### src/rtl/j1_uart_pkg.sv
// rtl/j1_uart_pkg.sv - shared types and register layout for the J1 UART slave
package uart_pkg;

   typedef enum logic [1:0] {
      REG_DATA   = 2'd0,
      REG_STATUS = 2'd1,
      REG_DIV    = 2'd2,
      REG_RSVD   = 2'd3
   } reg_ofs_t;

   localparam int ST_TX_FULL  = 0;
   localparam int ST_TX_IDLE  = 1;
   localparam int ST_RX_VALID = 2;
   localparam int ST_RX_OVR   = 3;
   localparam int ST_RX_FERR  = 4;
   localparam int ST_TXOVR    = 5;
   localparam int ST_RXIE     = 8;
   localparam int ST_TXIE     = 9;

   typedef enum logic [1:0] {
      TX_IDLE,
      TX_START,
      TX_DATA,
      TX_STOP
   } tx_state_t;

   // RX_WAIT_HIGH holds off restart after a framing error until the line idles.
   typedef enum logic [2:0] {
      RX_IDLE,
      RX_START,
      RX_DATA,
      RX_STOP,
      RX_WAIT_HIGH
   } rx_state_t;

endpackage

### src/rtl/j1_uart_sync_fifo.sv
// rtl/j1_uart_sync_fifo.sv - small synchronous FIFO with registered read data
module sync_fifo #(
   parameter int WIDTH = 8,
   parameter int DEPTH = 4
) (
   input  logic             clk,
   input  logic             reset_n,
   input  logic             push,
   input  logic [WIDTH-1:0] push_data,
   input  logic             pop,
   output logic [WIDTH-1:0] pop_data,
   output logic             full,
   output logic             empty
);
   localparam int AW = $clog2(DEPTH);
   localparam logic [AW:0] DEPTH_C = DEPTH[AW:0];

   logic [WIDTH-1:0] mem_q [DEPTH];
   logic [AW-1:0]    wr_ptr_q, wr_ptr_d, rd_ptr_q, rd_ptr_d;
   logic [AW:0]      count_q, count_d;
   logic [WIDTH-1:0] rd_data_q, rd_data_d;
   logic             push_ok, pop_ok;

   assign full   = (count_q == DEPTH_C);
   assign empty  = (count_q == '0);
   // A pop in the same cycle frees the slot, so a push into a full FIFO still lands.
   assign pop_ok  = pop & ~empty;
   assign push_ok = push & (~full | pop_ok);

   always_comb begin
      wr_ptr_d  = wr_ptr_q;
      rd_ptr_d  = rd_ptr_q;
      count_d   = count_q;
      rd_data_d = rd_data_q;
      if (push_ok) wr_ptr_d = wr_ptr_q + 1'b1;
      if (pop_ok) begin
         rd_ptr_d  = rd_ptr_q + 1'b1;
         rd_data_d = mem_q[rd_ptr_q];
      end
      if (push_ok && !pop_ok) count_d = count_q + 1'b1;
      else if (!push_ok && pop_ok) count_d = count_q - 1'b1;
   end

   always_ff @(posedge clk) begin
      if (!reset_n) begin
         wr_ptr_q  <= '0;
         rd_ptr_q  <= '0;
         count_q   <= '0;
         rd_data_q <= '0;
      end else begin
         wr_ptr_q  <= wr_ptr_d;
         rd_ptr_q  <= rd_ptr_d;
         count_q   <= count_d;
         rd_data_q <= rd_data_d;
      end
   end

   always_ff @(posedge clk) begin
      if (push_ok) mem_q[wr_ptr_q] <= push_data;
   end

   assign pop_data = rd_data_q;

endmodule

### src/rtl/j1_uart.sv
// rtl/j1_uart.sv - memory-mapped 8N1 UART slave on the J1 data bus
// Define J1_UART_IRQ_EN to enable the rxie/txie interrupt logic.
module j1_uart
   import uart_pkg::*;
#(
   parameter logic [15:0] BASE_ADR  = 16'h3FFC,
   parameter int          TX_DEPTH  = 4,
   parameter logic [15:0] DIV_RESET = 16'd433
) (
   input  logic        clk,
   input  logic        reset_n,
   input  logic [15:0] dbus_adr,
   input  logic        dbus_re,
   input  logic        dbus_we,
   input  logic [15:0] dbus_dat_w,
   output logic [15:0] dbus_dat_r,
   input  logic        uart_rxd,
   output logic        uart_txd,
   output logic        irq
);
   logic       sel, wr, rd, rd_data, rd_status;
   reg_ofs_t   ofs;
   logic       fifo_full, fifo_empty, fifo_push, tx_pop, tx_idle;
   logic [7:0] fifo_rdata;

   tx_state_t   tx_state_q, tx_state_d;
   logic [15:0] tx_cnt_q, tx_cnt_d, tx_div_q, tx_div_d;
   logic [2:0]  tx_bit_q, tx_bit_d;
   logic [7:0]  tx_shift_q, tx_shift_d;
   logic        txd_q, txd_d;

   rx_state_t   rx_state_q, rx_state_d;
   logic [15:0] rx_cnt_q, rx_cnt_d, rx_div_q, rx_div_d;
   logic [2:0]  rx_bit_q, rx_bit_d;
   logic [7:0]  rx_shift_q, rx_shift_d, rx_byte_q, rx_byte_d;
   logic        rx_s1_q, rx_s2_q, rx_prev_q;
   logic        rx_done, rx_ferr_evt;

   logic        rx_valid_q, rx_valid_d, rx_ovr_q, rx_ovr_d;
   logic        rx_ferr_q, rx_ferr_d, txovr_q, txovr_d;
   logic [15:0] div_q, div_d, dat_r_q, dat_r_d, status_w;
   logic        rxie, txie;

   assign sel       = (dbus_adr[15:2] == BASE_ADR[15:2]);
   assign ofs       = reg_ofs_t'(dbus_adr[1:0]);
   assign wr        = dbus_we & sel;
   assign rd        = dbus_re & sel & ~dbus_we;
   assign rd_data   = rd & (ofs == REG_DATA);
   assign rd_status = rd & (ofs == REG_STATUS);
   assign fifo_push = wr & (ofs == REG_DATA);
   assign tx_idle   = fifo_empty & (tx_state_q == TX_IDLE);

   sync_fifo #(
      .WIDTH (8),
      .DEPTH (TX_DEPTH)
   ) u_tx_fifo (
      .clk       (clk),
      .reset_n   (reset_n),
      .push      (fifo_push),
      .push_data (dbus_dat_w[7:0]),
      .pop       (tx_pop),
      .pop_data  (fifo_rdata),
      .full      (fifo_full),
      .empty     (fifo_empty)
   );

   // TX: the popped byte appears on fifo_rdata during START and is loaded at its end.
   always_comb begin
      tx_state_d = tx_state_q;
      tx_cnt_d   = tx_cnt_q;
      tx_div_d   = tx_div_q;
      tx_bit_d   = tx_bit_q;
      tx_shift_d = tx_shift_q;
      tx_pop     = 1'b0;
      case (tx_state_q)
         TX_IDLE: begin
            if (!fifo_empty) begin
               tx_pop     = 1'b1;
               tx_div_d   = div_q;
               tx_cnt_d   = div_q;
               tx_state_d = TX_START;
            end
         end
         TX_START: begin
            if (tx_cnt_q == 16'd0) begin
               tx_shift_d = fifo_rdata;
               tx_bit_d   = 3'd0;
               tx_cnt_d   = tx_div_q;
               tx_state_d = TX_DATA;
            end else begin
               tx_cnt_d = tx_cnt_q - 16'd1;
            end
         end
         TX_DATA: begin
            if (tx_cnt_q == 16'd0) begin
               tx_cnt_d   = tx_div_q;
               tx_shift_d = {1'b0, tx_shift_q[7:1]};
               if (tx_bit_q == 3'd7) tx_state_d = TX_STOP;
               else tx_bit_d = tx_bit_q + 3'd1;
            end else begin
               tx_cnt_d = tx_cnt_q - 16'd1;
            end
         end
         TX_STOP: begin
            if (tx_cnt_q == 16'd0) begin
               if (!fifo_empty) begin
                  tx_pop     = 1'b1;
                  tx_div_d   = div_q;
                  tx_cnt_d   = div_q;
                  tx_state_d = TX_START;
               end else begin
                  tx_state_d = TX_IDLE;
               end
            end else begin
               tx_cnt_d = tx_cnt_q - 16'd1;
            end
         end
         default: tx_state_d = TX_IDLE;
      endcase
      case (tx_state_d)
         TX_START: txd_d = 1'b0;
         TX_DATA:  txd_d = tx_shift_d[0];
         default:  txd_d = 1'b1;
      endcase
   end

   always_comb begin
      rx_state_d  = rx_state_q;
      rx_cnt_d    = rx_cnt_q;
      rx_div_d    = rx_div_q;
      rx_bit_d    = rx_bit_q;
      rx_shift_d  = rx_shift_q;
      rx_done     = 1'b0;
      rx_ferr_evt = 1'b0;
      case (rx_state_q)
         RX_IDLE: begin
            if (!rx_s2_q && rx_prev_q) begin
               rx_div_d   = div_q;
               rx_cnt_d   = {1'b0, div_q[15:1]};
               rx_state_d = RX_START;
            end
         end
         RX_START: begin
            if (rx_cnt_q == 16'd0) begin
               if (rx_s2_q) begin
                  rx_state_d = RX_IDLE;
               end else begin
                  rx_cnt_d   = rx_div_q;
                  rx_bit_d   = 3'd0;
                  rx_state_d = RX_DATA;
               end
            end else begin
               rx_cnt_d = rx_cnt_q - 16'd1;
            end
         end
         RX_DATA: begin
            if (rx_cnt_q == 16'd0) begin
               rx_shift_d = {rx_s2_q, rx_shift_q[7:1]};
               rx_cnt_d   = rx_div_q;
               if (rx_bit_q == 3'd7) rx_state_d = RX_STOP;
               else rx_bit_d = rx_bit_q + 3'd1;
            end else begin
               rx_cnt_d = rx_cnt_q - 16'd1;
            end
         end
         RX_STOP: begin
            if (rx_cnt_q == 16'd0) begin
               if (rx_s2_q) begin
                  rx_done    = 1'b1;
                  rx_state_d = RX_IDLE;
               end else begin
                  rx_ferr_evt = 1'b1;
                  rx_state_d  = RX_WAIT_HIGH;
               end
            end else begin
               rx_cnt_d = rx_cnt_q - 16'd1;
            end
         end
         RX_WAIT_HIGH: begin
            if (rx_s2_q) rx_state_d = RX_IDLE;
         end
         default: rx_state_d = RX_IDLE;
      endcase
   end

   always_comb begin
      status_w              = 16'h0000;
      status_w[ST_TX_FULL]  = fifo_full;
      status_w[ST_TX_IDLE]  = tx_idle;
      status_w[ST_RX_VALID] = rx_valid_q;
      status_w[ST_RX_OVR]   = rx_ovr_q;
      status_w[ST_RX_FERR]  = rx_ferr_q;
      status_w[ST_TXOVR]    = txovr_q;
      status_w[ST_RXIE]     = rxie;
      status_w[ST_TXIE]     = txie;

      div_d = div_q;
      if (wr && ofs == REG_DIV) div_d = dbus_dat_w;

      // Sticky flags: a new event in the same cycle as a STATUS read wins over the clear.
      rx_byte_d  = rx_done ? rx_shift_q : rx_byte_q;
      rx_valid_d = (rx_valid_q & ~rd_data) | rx_done;
      rx_ovr_d   = (rx_ovr_q & ~rd_status) | (rx_done & rx_valid_q & ~rd_data);
      rx_ferr_d  = (rx_ferr_q & ~rd_status) | rx_ferr_evt;
      txovr_d    = (txovr_q & ~rd_status) | (fifo_push & fifo_full & ~tx_pop);

      dat_r_d = dat_r_q;
      if (dbus_re && !sel) begin
         dat_r_d = 16'h0000;
      end else if (rd) begin
         case (ofs)
            REG_DATA:   dat_r_d = {8'h00, rx_byte_q};
            REG_STATUS: dat_r_d = status_w;
            REG_DIV:    dat_r_d = div_q;
            default:    dat_r_d = 16'h0000;
         endcase
      end
   end

   always_ff @(posedge clk) begin
      if (!reset_n) begin
         tx_state_q <= TX_IDLE;
         tx_cnt_q   <= '0;
         tx_div_q   <= '0;
         tx_bit_q   <= '0;
         tx_shift_q <= '0;
         txd_q      <= 1'b1;
         rx_state_q <= RX_IDLE;
         rx_cnt_q   <= '0;
         rx_div_q   <= '0;
         rx_bit_q   <= '0;
         rx_shift_q <= '0;
         rx_byte_q  <= '0;
         rx_s1_q    <= 1'b1;
         rx_s2_q    <= 1'b1;
         rx_prev_q  <= 1'b1;
         rx_valid_q <= 1'b0;
         rx_ovr_q   <= 1'b0;
         rx_ferr_q  <= 1'b0;
         txovr_q    <= 1'b0;
         div_q      <= DIV_RESET;
         dat_r_q    <= '0;
      end else begin
         tx_state_q <= tx_state_d;
         tx_cnt_q   <= tx_cnt_d;
         tx_div_q   <= tx_div_d;
         tx_bit_q   <= tx_bit_d;
         tx_shift_q <= tx_shift_d;
         txd_q      <= txd_d;
         rx_state_q <= rx_state_d;
         rx_cnt_q   <= rx_cnt_d;
         rx_div_q   <= rx_div_d;
         rx_bit_q   <= rx_bit_d;
         rx_shift_q <= rx_shift_d;
         rx_byte_q  <= rx_byte_d;
         rx_s1_q    <= uart_rxd;
         rx_s2_q    <= rx_s1_q;
         rx_prev_q  <= rx_s2_q;
         rx_valid_q <= rx_valid_d;
         rx_ovr_q   <= rx_ovr_d;
         rx_ferr_q  <= rx_ferr_d;
         txovr_q    <= txovr_d;
         div_q      <= div_d;
         dat_r_q    <= dat_r_d;
      end
   end

`ifdef J1_UART_IRQ_EN
   logic rxie_q, rxie_d, txie_q, txie_d, irq_q, irq_d;

   always_comb begin
      rxie_d = rxie_q;
      txie_d = txie_q;
      if (wr && ofs == REG_STATUS) begin
         rxie_d = dbus_dat_w[ST_RXIE];
         txie_d = dbus_dat_w[ST_TXIE];
      end
      irq_d = (rxie_q & rx_valid_q) | (txie_q & tx_idle);
   end

   always_ff @(posedge clk) begin
      if (!reset_n) begin
         rxie_q <= 1'b0;
         txie_q <= 1'b0;
         irq_q  <= 1'b0;
      end else begin
         rxie_q <= rxie_d;
         txie_q <= txie_d;
         irq_q  <= irq_d;
      end
   end

   assign rxie = rxie_q;
   assign txie = txie_q;
   assign irq  = irq_q;
`else
   assign rxie = 1'b0;
   assign txie = 1'b0;
   assign irq  = 1'b0;
`endif

   assign dbus_dat_r = dat_r_q;
   assign uart_txd   = txd_q;

endmodule

### config.mk
export PLATFORM = sky130hd
export DESIGN_NAME = j1_uart
export DESIGN_NICKNAME = d
export VERILOG_FILES = /design/src/rtl/j1_uart_pkg.sv /design/src/rtl/j1_uart_sync_fifo.sv /design/src/rtl/j1_uart.sv
export SDC_FILE = /design/constraint.sdc
export NUM_CORES = 1
export LEC_CHECK = 0
export ABC_AREA = 1
export BUFFER_PORTS_ARGS = -buffer_cell sky130_fd_sc_hd__buf_2
export CAP_MARGIN = 10
export CORE_ASPECT_RATIO = 0.8
export CORE_MARGIN = 5
export CORE_UTILIZATION = 61
export DETAILED_ROUTE_END_ITERATION = 10
export PLACE_DENSITY = 0.9
export SYNTH_ARGS = -nofsm -noshare
export SYNTH_HDL_FRONTEND = slang
export SYNTH_SLANG_ARGS = --single-unit
### constraint.sdc
create_clock -name clk -period 2.7 [get_ports clk]
set_input_delay 0.405 -clock clk [delete_from_list [all_inputs] [get_ports clk]]
set_output_delay 0.405 -clock clk [all_outputs]
set_load 0.02 [all_outputs]
* Word-level counts from Yosys, hierarchy flattened
Memory sizes are Yosys's and may differ from the RTL's. A register that Yosys moved wholly into a read port is not among the register bits.
Cells that the tools add are included.
** Word-level totals
- Flip-flop bits (word level) :: 146
- Memory bits (writable) :: 32
- Input bits :: 37
- Output and inout port bits :: 18
- Memories kept :: 1
** Cells by class
- Add/subtract/negate cells :: 8
- Eq/ne operators :: 29
- Mux-type cells :: 56
- Bitwise gates (word level) :: 29
- Reduce and logical (&&, ||, !) cells :: 31
** Memories
- u_tx_fifo.mem_q :: words 4, bits a word 8, rd ports 1, clocked after memory_dff 1, write ports 1, RTL line j1_uart_sync_fifo.sv:18 : logic [WIDTH-1:0] mem_q [DEPTH];
** Operators with widths (count)
- 16-bit two-way mux :: 10
- 16-bit one-hot mux with 3 select lines :: 2
- 16-bit one-hot mux with 4 select lines :: 1
- 3-bit two-way mux :: 16
- 16-bit zero test :: 2
- 16-bit one-hot mux with 2 select lines :: 1
- 16-bit by 1-bit subtractor with 16-bit output (second input constant) :: 2
- 2-bit inequality test (second input constant) :: 13
- 1-bit bitwise AND :: 17
- 8-bit two-way mux :: 2
- 8-bit one-hot mux with 2 select lines :: 1
- 3-bit one-hot mux with 5 select lines :: 1
- 14-bit by 12-bit equality test with 1-bit output (second input constant) :: 1
- 3-bit equality test (second input constant) :: 4
- 2-bit two-way mux :: 6
- 3-bit one-hot mux with 2 select lines :: 2
- 1-bit two-way mux :: 11
- 3-bit by 1-bit adder with 3-bit output (second input constant) :: 3
- 2-bit equality test (second input constant) :: 4
- 2-bit one-hot mux with 4 select lines :: 1
- 4-bit AND reduction :: 2
- 2-bit nonzero test :: 4
- 1-bit NOT :: 7
- 2-bit by 1-bit equality test with 1-bit output (second input constant) :: 3
- 17 further kinds :: 37

* Logic depth before layout (Yosys ltp)
Gate-level depths: netlist of run 1.
- Word-level depth :: 11
- Depth in mapped cells :: 17
- Mapped depth without buffers :: 17

* Hierarchy
A second synthesis of run 1 with hierarchy kept.
** Unflattened totals
- Cells, all modules :: 1295
- Area, all modules :: 9482.8 um^2
** By module, submodules not included
- j1_uart :: instances 1, cells each 1052, area each 7290.7 um^2
- sync_fifo :: instances 1, cells each 243, area each 2192.1 um^2

* Worst setup path after synthesis of run 1
Ideal clock, no wire load.
- Path kind :: register to register
- Start point :: register tx_cnt_q[0]
- End point :: register u_tx_fifo.count_q[2]
- Library setup time :: 0.122 ns
- Arrival :: 2.296 ns
- Data required time :: 2.578 ns
- Path slack :: 0.282 ns
- Cell stages (with the launch flop) :: 18
- Path buffers :: 0
- Clock period less this slack :: 2.418 ns
- Cell sequence :: dfxtp_1 > inv_1 > ha_1 > nand3_1 > nor2_4 > nand3_2 > nand2_1 > nand2_2 > nand2_2 > nand2_2 > inv_2 > ha_1 > inv_1 > fa_1 > a21oi_1 > o21ai_0 > o21ai_0 > a21oi_1
** Between the ends
- Longest elaborated chain between the ends :: 9
- Elaborated cells between the ends (all ways) :: 12
- Those cells by class :: mux (3); bitwise (3); reduce/logical (6)
** RTL lines
- start, declared :: RTL line j1_uart.sv:27 : logic [15:0] tx_cnt_q, tx_cnt_d, tx_div_q, tx_div_d;
- start signal, assigned :: RTL line j1_uart.sv:245 : tx_cnt_q <= tx_cnt_d;
- 16-bit zero test (*) :: RTL line j1_uart.sv:105 : if (tx_cnt_q == 16'd0) begin
- 1-bit two-way mux (*) :: RTL line j1_uart.sv:105
- 1-bit one-hot mux with 2 select lines (*) :: RTL line j1_uart.sv:75 : case (tx_state_q)
- 1-bit bitwise AND (*) :: RTL line j1_uart_sync_fifo.sv:27 : assign pop_ok = pop & ~empty;
- 1-bit bitwise OR (*) :: RTL line j1_uart_sync_fifo.sv:28 : assign push_ok = push & (~full | pop_ok);
- 1-bit bitwise AND (*) :: RTL line j1_uart_sync_fifo.sv:28
- net u_tx_fifo.push_ok :: RTL line j1_uart_sync_fifo.sv:22 : logic push_ok, pop_ok;
- 1-bit zero test :: RTL line j1_uart_sync_fifo.sv:41 : else if (!push_ok && pop_ok) count_d = count_q - 1'b1;
- 1-bit logical AND :: RTL line j1_uart_sync_fifo.sv:41
- 2-bit nonzero test (no line)
- end signal, assigned :: RTL line j1_uart_sync_fifo.sv:53 : count_q <= count_d;
- end, declared :: RTL line j1_uart_sync_fifo.sv:20 : logic [AW:0] count_q, count_d;
The timed path passes the listed nets; every way through them passes the cells marked *.
A chain may end at the register's enable or synchronous reset.

* Worst setup path after layout of run 1
- Start point :: register tx_cnt_q[1]
- End point :: register u_tx_fifo.count_q[2]
Same word-level chain as after synthesis.

==> impl_metrics.ini, run 1 <==
[sta]
slew_viol_final = 0
final.hold.worst_slack_ns = 0.151
finalSetupViolations = 0
final_hold_viol_count = 0
layout_worst_path_cycle_share = 0.946
slew-limit-headroom = 0.655
timing.final.crit_period_ns = 2.56
post-route-worst-setup-slack_ns = 0.145
worstMarginPinSlew_ns = 0.518
skew_ns = 0.0129
max_clock_freq_mhz = 391

[yosys]
synth.lib_cells_used.distinct = 44
synthDominantAreaCellType = sky130_fd_sc_hd__dfxtp_1
synth_compound_gate_area_share = 0.209
muxShareOfSynthArea = 0
postSynthNetCount = 1268
post_synth_and_or_nand_nor_area_fraction = 0.222
syn-cell-area_sq_um = 9080
adder_and_majority_cell_fraction_of_the_synthesized_area = 0.0256
synthFlopType = sky130_fd_sc_hd__dfxtp_1
post-synth-top-area-fraction = 0.339
synth_enable_flop_cells = 32
synthesis.instances = 1213
synth.ff_latch_count = 186
ys_async_sr_fraction = 0
avgSynthCellArea_sq_um = 7.49
main_combinational_cell_family_by_area_after_synthesis = simple AND/OR/NAND/NOR gates
yosys_warn_count = 0
yosysSeqAreaShare = 0.445
post_synth_xor_area_fraction = 0.0154
synth.top_cells.by_area = sky130_fd_sc_hd__dfxtp_1, sky130_fd_sc_hd__edfxtp_1, sky130_fd_sc_hd__nand2_1, sky130_fd_sc_hd__o21ai_0, sky130_fd_sc_hd__a21oi_1

[power_and_ir_drop]
sw_frac_of_total = 0.433
power.share.combinational = 0.435
share_seq_of_total_power = 0.337
power.switching_mw = 4.65
p_total_mw = 10.7
p_int_mw = 6.09
share_clk_of_total_power = 0.228
powerDensity_nw_per_um2 = 1060
power.ir.vdd_worst_uv = 657
leakage_nw = 4.25

[cts]
hold_buffers = 0
clkSinkCount = 186
clock_tree_from_tritoncts = built
clock_buffers_created_by_tritoncts = 17
htree_levels = 4
clock_tree.buffer_depth = 2
post_cts_clock_slew_at_the_launch_and_capture_registers_of_the_worst_setup_and_hold_paths_ns = 0.08
cts_root_buf = sky130_fd_sc_hd__clkbuf_16
clk-insertion-delay-late_ns = 0.44

[finish]
final_cell_count_no_fill = 1461
syn_to_final_growth_pct = 11.8
commonest_non_fill_non_tap_cell_in_the_layout = sky130_fd_sc_hd__nand2_1
post_layout_net_count = 1319
insertedDiodeCount = 0
leading_cell_types_in_the_layout_fill_and_taps_excluded = sky130_fd_sc_hd__nand2_1, sky130_fd_sc_hd__dfxtp_1, sky130_fd_sc_hd__nor2_1
fin_area_sq_um = 10200
fraction_of_final_layout_cells_with_drive_strength_greater_than_1 = 0.137

[placement]
post_dp_cell_area_sq_um = 9530
gp_congestion = 0.949
dp_worst_slack_ns = 0.00451
place_hpwl_um = 16800
port_buffers = 53
dpl.cell_count = 1426

[grt]
globalRouteOverflowTotal = 0
first_global_vias = 8057
wire_length_of_the_first_global_routing_pass_um = 39600
gr-usage-all-layers = 0.277
grt_start_max_net_pins = 90
grt_antenna_before_repair = 0

[worst_hold_path]
hold_class = input pin to flip-flop

[routing]
wl_um = 24100
detail_route.drc_violations = 0
route.detailed.vias_per_inst = 5.90
route.antenna.remaining_nets = 0
detail_route.wl_per_cell_um = 16.5
vias = 8623
drt_first_pass_iters = 7
detailedRoute.firstIterationViolations = 1059

[critical_path]
timing.setup.critical_path_class = flip-flop to flip-flop
cp-end-kind = flip-flop
crit_path_max_fanout = 5
critical_path.cell_chain = inv_2, ha_2, nand3_1, nor2_4, nand3_2, nand2_1, nand2_2, nand2_2, nand2_2, inv_2, ha_1, inv_1, fa_2, a21oi_2, o21ai_1, o21ai_1, a21oi_1
required_ns = 3.02
worst_setup_path_start_kind = flip-flop
crit_slowest_cell = sky130_fd_sc_hd__fa_2
worstPathArrival_ns = 2.88
cp_common_cell = sky130_fd_sc_hd__nand2_2
critPathMaxStageDelay_ns = 0.37

[floorplanning]
start_util = 0.629
dieWidth_um = 146
top_level_pins = 55
die_area_sq_um = 17400
total_core_area_sq_um = 14400
number_of_core_rows = 39
height_of_the_die_um = 119

[outcome]
outcome = complete, no violations

[job]
drv.max_cap_violation_count = 0
## metrics by stage
| stage | TNS (ns) | utilization |
|---|---|---|
| after detailed placement | 0 | 0.660 |
| final | 0 | 0.703 |
| after floorplan | 0 | - |
| after global routing | -0.0129 | 0.703 |
| after CTS | 0 | 0.700 |
| after global placement | 0 | 0.660 |
## worst max-delay path, delay by kind of cell (launching register included)
kind	cells	cell delay, ns
adders and majority gates	3	0.71
DFF	1	0.31
buffers and inverters	3	0.26
AOI/OAI and AO/OA	4	0.44
and+or+nand+nor	7	0.73
## kinds of logic after synthesis
group           after synthesis
simple gates                459
compound gates              351
fa+ha+maj                    18
flops                       186
other cells                   1
buf+inv                     182
xor+xnor                     16
## worst paths after layout
check                           slack [ns]   startpoint                   end  cells after the start
worst max-delay path                  0.14  tx_cnt_q[1]  u_tx_fifo.count_q[2]                     17
worst min register to register        0.42      rx_s1_q               rx_s2_q                      1
worst min-delay path                  0.15     uart_rxd               rx_s1_q                      2
worst max register to register        0.14  tx_cnt_q[1]  u_tx_fifo.count_q[2]                     17
## sequential cells by signal, indices dropped and copies added, names as in the netlist, 2 cells and up
signal and flops:
u_tx_fifo.mem_q 32, dbus_dat_r 16, div_q 16, rx_cnt_q 16, rx_div_q 16, tx_cnt_q 16, tx_div_q 16, rx_byte_q 8
rx_shift_q 8, tx_shift_q 8, u_tx_fifo.pop_data 8, rx_bit_q 3, rx_state_q 3, tx_bit_q 3, u_tx_fifo.count_q 3, tx_state_q 2
u_tx_fifo.rd_ptr_q 2, u_tx_fifo.wr_ptr_q 2
## final cells by class
cell class	instances	area (sq um)
Clock buffer	17	425
Clock inverter	15	156
Fill cell	1061	4290
Inverter	133	500
Multi-Input combinational cell	845	4310
Sequential cell	186	4050
Tap cell	184	230
Timing Repair Buffer	81	488
## timing repair
action / CTS / global route
gates cloned: 0 / 0
gates resized for setup: 0 / 9
pin swaps: 1 / 1
endpoints found under the setup margin: 1 / 1
buffers inserted: 0 / 3
## layer usage
metal,part of all wire,up-vias,wire length (um),GRT usage
li1,-,4155,-,-
met1,0.42,3926,10100,0.387
met2,0.45,496,10800,0.427
met4,0.018,0,444,0.0905
met5,0,-,0,0
met3,0.11,46,2700,0.0683
## synthesized netlist by cell type (12+ instances only)
| master | instances |
|---|---|
| sky130_fd_sc_hd__nand2_1 | 200 |
| sky130_fd_sc_hd__dfxtp_1 | 154 |
| sky130_fd_sc_hd__nor2_1 | 147 |
| sky130_fd_sc_hd__o21ai_0 | 143 |
| sky130_fd_sc_hd__inv_1 | 122 |
| sky130_fd_sc_hd__a21oi_1 | 119 |
| sky130_fd_sc_hd__nand3_1 | 53 |
| sky130_fd_sc_hd__edfxtp_1 | 32 |
| sky130_fd_sc_hd__o21ai_1 | 29 |
| sky130_fd_sc_hd__clkbuf_1 | 28 |
| sky130_fd_sc_hd__o211ai_1 | 20 |
| sky130_fd_sc_hd__ha_1 | 17 |
| sky130_fd_sc_hd__o22ai_1 | 16 |
| sky130_fd_sc_hd__nand4_1 | 15 |
| sky130_fd_sc_hd__nor2_2 | 13 |
| sky130_fd_sc_hd__xor2_1 | 12 |
## power by group through the flow
stage / Combinational (mW) / Sequential (mW) / Clock (mW)
2_1_floorplan: 3.44 / 3.58 / 0
3_3_place_gp: 4.28 / 3.63 / 0
3_5_place_dp: 4.42 / 3.66 / 0
4_1_cts: 4.48 / 3.60 / 2.47
5_1_grt: 5.25 / 3.66 / 2.60
6_report: 4.67 / 3.62 / 2.45
Note: power is estimated with default switching activity, not from simulation.
==> run 2, diff against run 1 <==
--- a/config.mk
+++ b/config.mk
@@ -5,7 +5,6 @@
 export SDC_FILE = /design/constraint.sdc
 export NUM_CORES = 1
 export LEC_CHECK = 0
-export ABC_AREA = 1
 export BUFFER_PORTS_ARGS = -buffer_cell sky130_fd_sc_hd__buf_2
 export CAP_MARGIN = 10
 export CORE_ASPECT_RATIO = 0.8
==> impl_metrics.ini, run 2 <==
[yosys]
synthDominantAreaCellType = sky130_fd_sc_hd__dfxtp_1
yosysSeqAreaShare = 0.467
synth.ff_latch_count = 186
synth.top_cells.by_count = sky130_fd_sc_hd__dfxtp_1, sky130_fd_sc_hd__nand2_1, sky130_fd_sc_hd__nor2_1
ys_async_sr_fraction = 0
post-synth-top-area-fraction = 0.356
synthFlopType = sky130_fd_sc_hd__dfxtp_1
synth_enable_flop_cells = 32
postSynthNetCount = 1028
synthMostInstantiatedCell = sky130_fd_sc_hd__dfxtp_1
synth.top_cells.by_area = sky130_fd_sc_hd__dfxtp_1, sky130_fd_sc_hd__edfxtp_1, sky130_fd_sc_hd__mux2i_1, sky130_fd_sc_hd__nand2_1, sky130_fd_sc_hd__a21oi_1
avgSynthCellArea_sq_um = 8.91
yosys_warn_count = 0
synthesis.instances = 973
synth.lib_cells_used.distinct = 72
syn-cell-area_sq_um = 8670

[finish]
leading_cell_types_in_the_layout_fill_and_taps_excluded = sky130_fd_sc_hd__dfxtp_1, sky130_fd_sc_hd__nand2_1, sky130_fd_sc_hd__nor2_1
final_cell_count_no_fill = 1228
insertedDiodeCount = 0
fraction_of_final_layout_cells_with_drive_strength_greater_than_1 = 0.165
regMostFlops = u_tx_fifo.mem_q
syn_to_final_growth_pct = 14.8
fillers = 1032
largest_reg_flops = 32
commonest_non_fill_non_tap_cell_in_the_layout = sky130_fd_sc_hd__dfxtp_1
post_layout_net_count = 1086

[sta]
slew_viol_final = 0
finalSetupViolations = 0
layout_worst_path_cycle_share = 0.998
worstMarginPinSlew_ns = 1.02
max_clock_freq_mhz = 371
skew_ns = 0.00857
timing.final.crit_period_ns = 2.69
final.hold.worst_slack_ns = 0.151
slew-limit-headroom = 0.313
final_hold_viol_count = 0
grt_setup_unrepaired = true

[routing]
drt_first_pass_iters = 11
detail_route.wl_per_cell_um = 18.8
route.antenna.remaining_nets = 0
route.detailed.vias_per_inst = 6.30
detail_route.drc_violations = 2
vias = 7735
detailedRoute.firstIterationViolations = 928
wl_um = 23100

[critical_path]
cp-end-kind = flip-flop
worstPathArrival_ns = 3.05
crit_slowest_cell = sky130_fd_sc_hd__or4_4
critical_path.cell_chain = or4_4, nor2_4, a311oi_2, nor3_2, ha_2, inv_1, fa_2, xor2_1, or3_1, a21oi_1
crit_buf_inv = 1
timing.setup.critical_path_class = flip-flop to flip-flop
worst_setup_path_start_kind = flip-flop
critPathMaxStageDelay_ns = 0.55
critical-path-top-delay-family = simple AND/OR/NAND/NOR gates
crit_path_max_fanout = 2
required_ns = 3.05

[floorplanning]
die_area_sq_um = 16700
dieWidth_um = 143
start_util = 0.615
total_core_area_sq_um = 14100
height_of_the_die_um = 117
number_of_core_rows = 39
top_level_pins = 55

[worst_hold_path]
hold_class = input pin to flip-flop

[cts]
clock_buffers_created_by_tritoncts = 17
clock_tree.buffer_depth = 2
cts_root_buf = sky130_fd_sc_hd__clkbuf_16
clkSinkCount = 186
clk-insertion-delay-late_ns = 0.43
post_cts_clock_slew_at_the_launch_and_capture_registers_of_the_worst_setup_and_hold_paths_ns = 0.07
clock_tree_from_tritoncts = built
htree_levels = 4

[outcome]
outcome = complete, but fails checks
failed_checks = DRC

[power_and_ir_drop]
power.switching_mw = 3.15
powerDensity_nw_per_um2 = 876
leakage_nw = 3.94
power.share.combinational = 0.352
share_seq_of_total_power = 0.366
share_clk_of_total_power = 0.282
sw_frac_of_total = 0.361
p_int_mw = 5.57
power.ir.vdd_worst_uv = 703
p_total_mw = 8.72

[grt]
gr-usage-all-layers = 0.280
first_global_vias = 7106
grt_antenna_before_repair = 0
grt_start_max_net_pins = 36
globalRouteOverflowTotal = 0
wire_length_of_the_first_global_routing_pass_um = 36800

[placement]
place_hpwl_um = 15500
dpl.cell_count = 1196
gp_congestion = 0.959
port_buffers = 53

[job]
drv.max_cap_violation_count = 0
[run 2: cell types whose count changed after synthesis, moves of 17 or more]
| cell | previous run | this run |
|---|---|---|
| sky130_fd_sc_hd__inv_1 | 122 | 18 |
| sky130_fd_sc_hd__nor3_1 | 5 | 23 |
| sky130_fd_sc_hd__clkbuf_1 | 28 | 52 |
| sky130_fd_sc_hd__nor2_1 | 147 | 108 |
| sky130_fd_sc_hd__nand3_1 | 53 | 29 |
| sky130_fd_sc_hd__a21oi_1 | 119 | 85 |
| sky130_fd_sc_hd__o21ai_1 | 29 | 5 |
| sky130_fd_sc_hd__nand2_1 | 200 | 139 |
| sky130_fd_sc_hd__mux2i_1 | 0 | 59 |
| sky130_fd_sc_hd__o21ai_0 | 143 | 34 |
| sky130_fd_sc_hd__o211ai_1 | 20 | 3 |
[run 2: layout make-up]
cell class / instances / area [sq um] / area share
timing repair buffer: 104 / 664 / 0.0668
multi-input combinational: 701 / 4340 / 0.436
tap: 184 / 230 / 0.0231
inverter: 21 / 78.8 / 0.00792
clock buffer: 18 / 429 / 0.0431
clock inverter: 14 / 158 / 0.0158
sequential: 186 / 4050 / 0.407
[run 2: worst paths after layout]
path	from	endpoint	slack (ns)	depth (start not counted)
hold / removal	uart_rxd	rx_s1_q	0.15	2
setup / recovery	tx_cnt_q[3]	u_tx_fifo.count_q[2]	0.006	10
setup reg to reg	tx_cnt_q[3]	u_tx_fifo.count_q[2]	0.006	10
hold reg to reg	rx_s1_q	rx_s2_q	0.41	1
[run 2: cell families after synthesis]
group	Yosys count	share of synthesized area
AOI/OAI and AO/OA	205	0.146
xor gates and xnor gates	16	0.0162
adders and majority gates	20	0.0292
buffers and inverters	86	0.0393
DFF	186	0.467
muxes	68	0.0902
other	1	0.000433
and+or+nand+nor	391	0.212
[run 2: power by group through the flow]
stage                     clock, mW  combinational (mW)  sequential, mW
after floorplan                   0                2.09            3.18
after global placement            0                2.82            3.23
after detailed placement          0                2.89            3.24
after CTS                      2.47                2.95            3.19
after global routing           2.61                3.29            3.22
final                          2.45                3.07            3.19
[run 2: what timing repair did]
item / 4_1_cts / 5_1_grt
hold buffers: 0 / 0
gates resized for setup: 4 / 5
pin swaps: 1 / 0
buffers inserted: 0 / 0
endpoints found under the setup margin: 1 / 25
[run 2: metal layers]
metal,track usage,part of all wire
met1,0.370,0.41
met2,0.450,0.46
met3,0.0815,0.11
met4,0.0903,0.023
met5,0,0
[run 2: per-stage QoR]
| stage | setup WS, ns | TNS [ns] | utilization | cell area (sq um) |
|---|---|---|---|---|
| 6_report | 0.00577 | 0 | 0.706 | 9950 |
| 5_1_grt | -0.112 | -0.112 | 0.706 | 9950 |
| 4_1_cts | 0.00311 | 0 | 0.705 | 9940 |
| 3_5_place_dp | -0.0472 | -0.0472 | 0.662 | 9340 |
| 3_3_place_gp | 0.101 | 0 | 0.662 | 9340 |
| 2_1_floorplan | -0.198 | -0.198 | - | 8700 |
==> run 3, diff against run 2 <==
--- a/config.mk
+++ b/config.mk
@@ -5,11 +5,15 @@
 export SDC_FILE = /design/constraint.sdc
 export NUM_CORES = 1
 export LEC_CHECK = 0
+export ABC_AREA = 1
 export BUFFER_PORTS_ARGS = -buffer_cell sky130_fd_sc_hd__buf_2
 export CAP_MARGIN = 10
+export CELL_PAD_IN_SITES_DETAIL_PLACEMENT = 1
+export CELL_PAD_IN_SITES_GLOBAL_PLACEMENT = 1
 export CORE_ASPECT_RATIO = 0.8
 export CORE_MARGIN = 5
-export CORE_UTILIZATION = 61
+export CORE_UTILIZATION = 45
+export CTS_BUF_LIST = sky130_fd_sc_hd__clkbuf_8 sky130_fd_sc_hd__clkbuf_16
 export DETAILED_ROUTE_END_ITERATION = 10
 export PLACE_DENSITY = 0.9
 export SYNTH_ARGS = -nofsm -noshare
==> impl_metrics.ini, run 3 (synthesis gave the netlist of run 1 again) <==
[cts]
post_cts_clock_slew_at_the_launch_and_capture_registers_of_the_worst_setup_and_hold_paths_ns = 0.08
clk-insertion-delay-late_ns = 0.46
clock_buffers_created_by_tritoncts = 17
clkSinkCount = 186
clock_tree_from_tritoncts = built
htree_levels = 4
clock_tree.buffer_depth = 2
hold_buffers = 0
cts_root_buf = sky130_fd_sc_hd__clkbuf_16

[sta]
slew-limit-headroom = 0.592
fin_tns_setup_ns = 0
layout_worst_path_cycle_share = 0.955
grt_setup_unrepaired = false
max_clock_freq_mhz = 388
post-route-worst-setup-slack_ns = 0.121
finalSetupViolations = 0
worstMarginPinSlew_ns = 0.608
slew_viol_final = 0
timing.final.crit_period_ns = 2.58
final_hold_viol_count = 0
skew_ns = 0.0167

[finish]
sequential_cell_area_sq_um = 4050
regMostFlops = u_tx_fifo.mem_q
final_cell_count_no_fill = 1541
commonest_non_fill_non_tap_cell_in_the_layout = sky130_fd_sc_hd__nand2_1
fillers = 2522
leading_cell_types_in_the_layout_fill_and_taps_excluded = sky130_fd_sc_hd__nand2_1, sky130_fd_sc_hd__dfxtp_1, sky130_fd_sc_hd__nor2_1
syn_to_final_growth_pct = 13.6
insertedDiodeCount = 0
largest_reg_flops = 32
post_layout_net_count = 1319
multi_input_comb_area_sq_um = 4330
fraction_of_final_layout_cells_with_drive_strength_greater_than_1 = 0.141

[routing]
route.detailed.vias_per_inst = 5.81
route.antenna.remaining_nets = 0
detailedRoute.firstIterationViolations = 664
drt_first_pass_iters = 7
vias = 8948
wl_um = 31100
detail_route.wl_per_cell_um = 20.2
detail_route.drc_violations = 0

[grt]
gr-usage-all-layers = 0.274
use_met3 = 0.0445
globalRouteOverflowTotal = 0
grt_most_used_layer = met2
wire_length_of_the_first_global_routing_pass_um = 50100
grt_antenna_before_repair = 1
grt_start_max_net_pins = 112
first_global_vias = 9167
grtUsageMet1 = 0.365
global_route.usage.met2 = 0.450

[critical_path]
timing.setup.critical_path_class = flip-flop to flip-flop
crit_slowest_cell = sky130_fd_sc_hd__dfxtp_1
worstPathArrival_ns = 2.93
crit_buf_inv = 3
cp-end-kind = flip-flop
worst_setup_path_start_kind = flip-flop
required_ns = 3.05
cp_common_cell = sky130_fd_sc_hd__nand2_2
critical_path.cell_chain = inv_1, ha_1, nor2_2, nand2_2, nand2_2, nand2_2, inv_2, ha_1, inv_2, fa_2, a21oi_2, o21ai_1, o21ai_1, a21oi_1
critPathMaxStageDelay_ns = 0.39
critical-path-top-delay-family = adder cells
crit_path_max_fanout = 5

[placement]
gp_congestion = 0.890
place_hpwl_um = 20700
dp_worst_slack_ns = -0.115
port_buffers = 53
dpl.cell_count = 1507

[job]
drv.max_cap_violation_count = 0

[floorplanning]
dieWidth_um = 169
total_core_area_sq_um = 19900
die_area_sq_um = 23100
start_util = 0.457
height_of_the_die_um = 137
top_level_pins = 55
number_of_core_rows = 46

[power_and_ir_drop]
leakage_nw = 4.29
powerDensity_nw_per_um2 = 1100
power.ir.vdd_worst_uv = 504

[worst_hold_path]
hold_class = input pin to flip-flop

[outcome]
outcome = complete, no violations
[run 3: area by class of cell]
class                   count  share of cell area
inverters                 133              0.0485
repair buffers             81              0.0473
flip-flops and latches    186               0.392
multi-input cells         845               0.419
clock inverters            15              0.0194
clock buffers              17              0.0412
well taps                 264              0.0320
[run 3: worst reg2reg max path: cells and delay by family, from the launching register on]
kind,cells,cell delay [ns]
simple gates,4,0.45
fa+ha+maj,3,0.91
flops,1,0.39
buf+inv,3,0.29
compound gates,4,0.45
[run 3: final timing paths]
path	startpoint	endpoint	slack (ns)	cells after the start
max reg2reg	tx_state_q[0]	u_tx_fifo.count_q[2]	0.12	14
min	uart_rxd	rx_s1_q	0.13	2
max	tx_state_q[0]	u_tx_fifo.count_q[2]	0.12	14
min reg2reg	rx_s1_q	rx_s2_q	0.42	1
[run 3: routing by layer]
metal	wire (um)	vias to the layer above
li1	-	4151
met1	13600	4350
met2	14500	363
met3	2030	82
met4	912	2
met5	13	-
[run 3: power by group]
group | leakage (nW) | internal [mW] | switching [mW] | total [mW]
logic | 2.44 | 1.58 | 3.41 | 4.99
registers | 1.54 | 3.27 | 0.372 | 3.64
clock network | 0.313 | 1.50 | 1.25 | 2.75
total | 4.29 | 6.35 | 5.03 | 11.4
[run 3: repair_timing]
| item | CTS | global route |
|---|---|---|
| gates resized for setup | 6 | 9 |
| buffers inserted | 1 | 1 |
| setup endpoints to repair | 1 | 1 |
| pin swaps | 2 | 3 |
[run 3: per-stage QoR]
step	utilization	area, sq um	total power [mW]	hold slack (ns)
floorplan	-	9080	7.02	0.393
global placement	0.485	9640	8.09	0.393
detailed placement	0.485	9640	8.35	0.406
CTS	0.518	10300	11.3	0.124
global route	0.519	10300	12.1	0.124
finish	0.519	10300	11.4	0.127
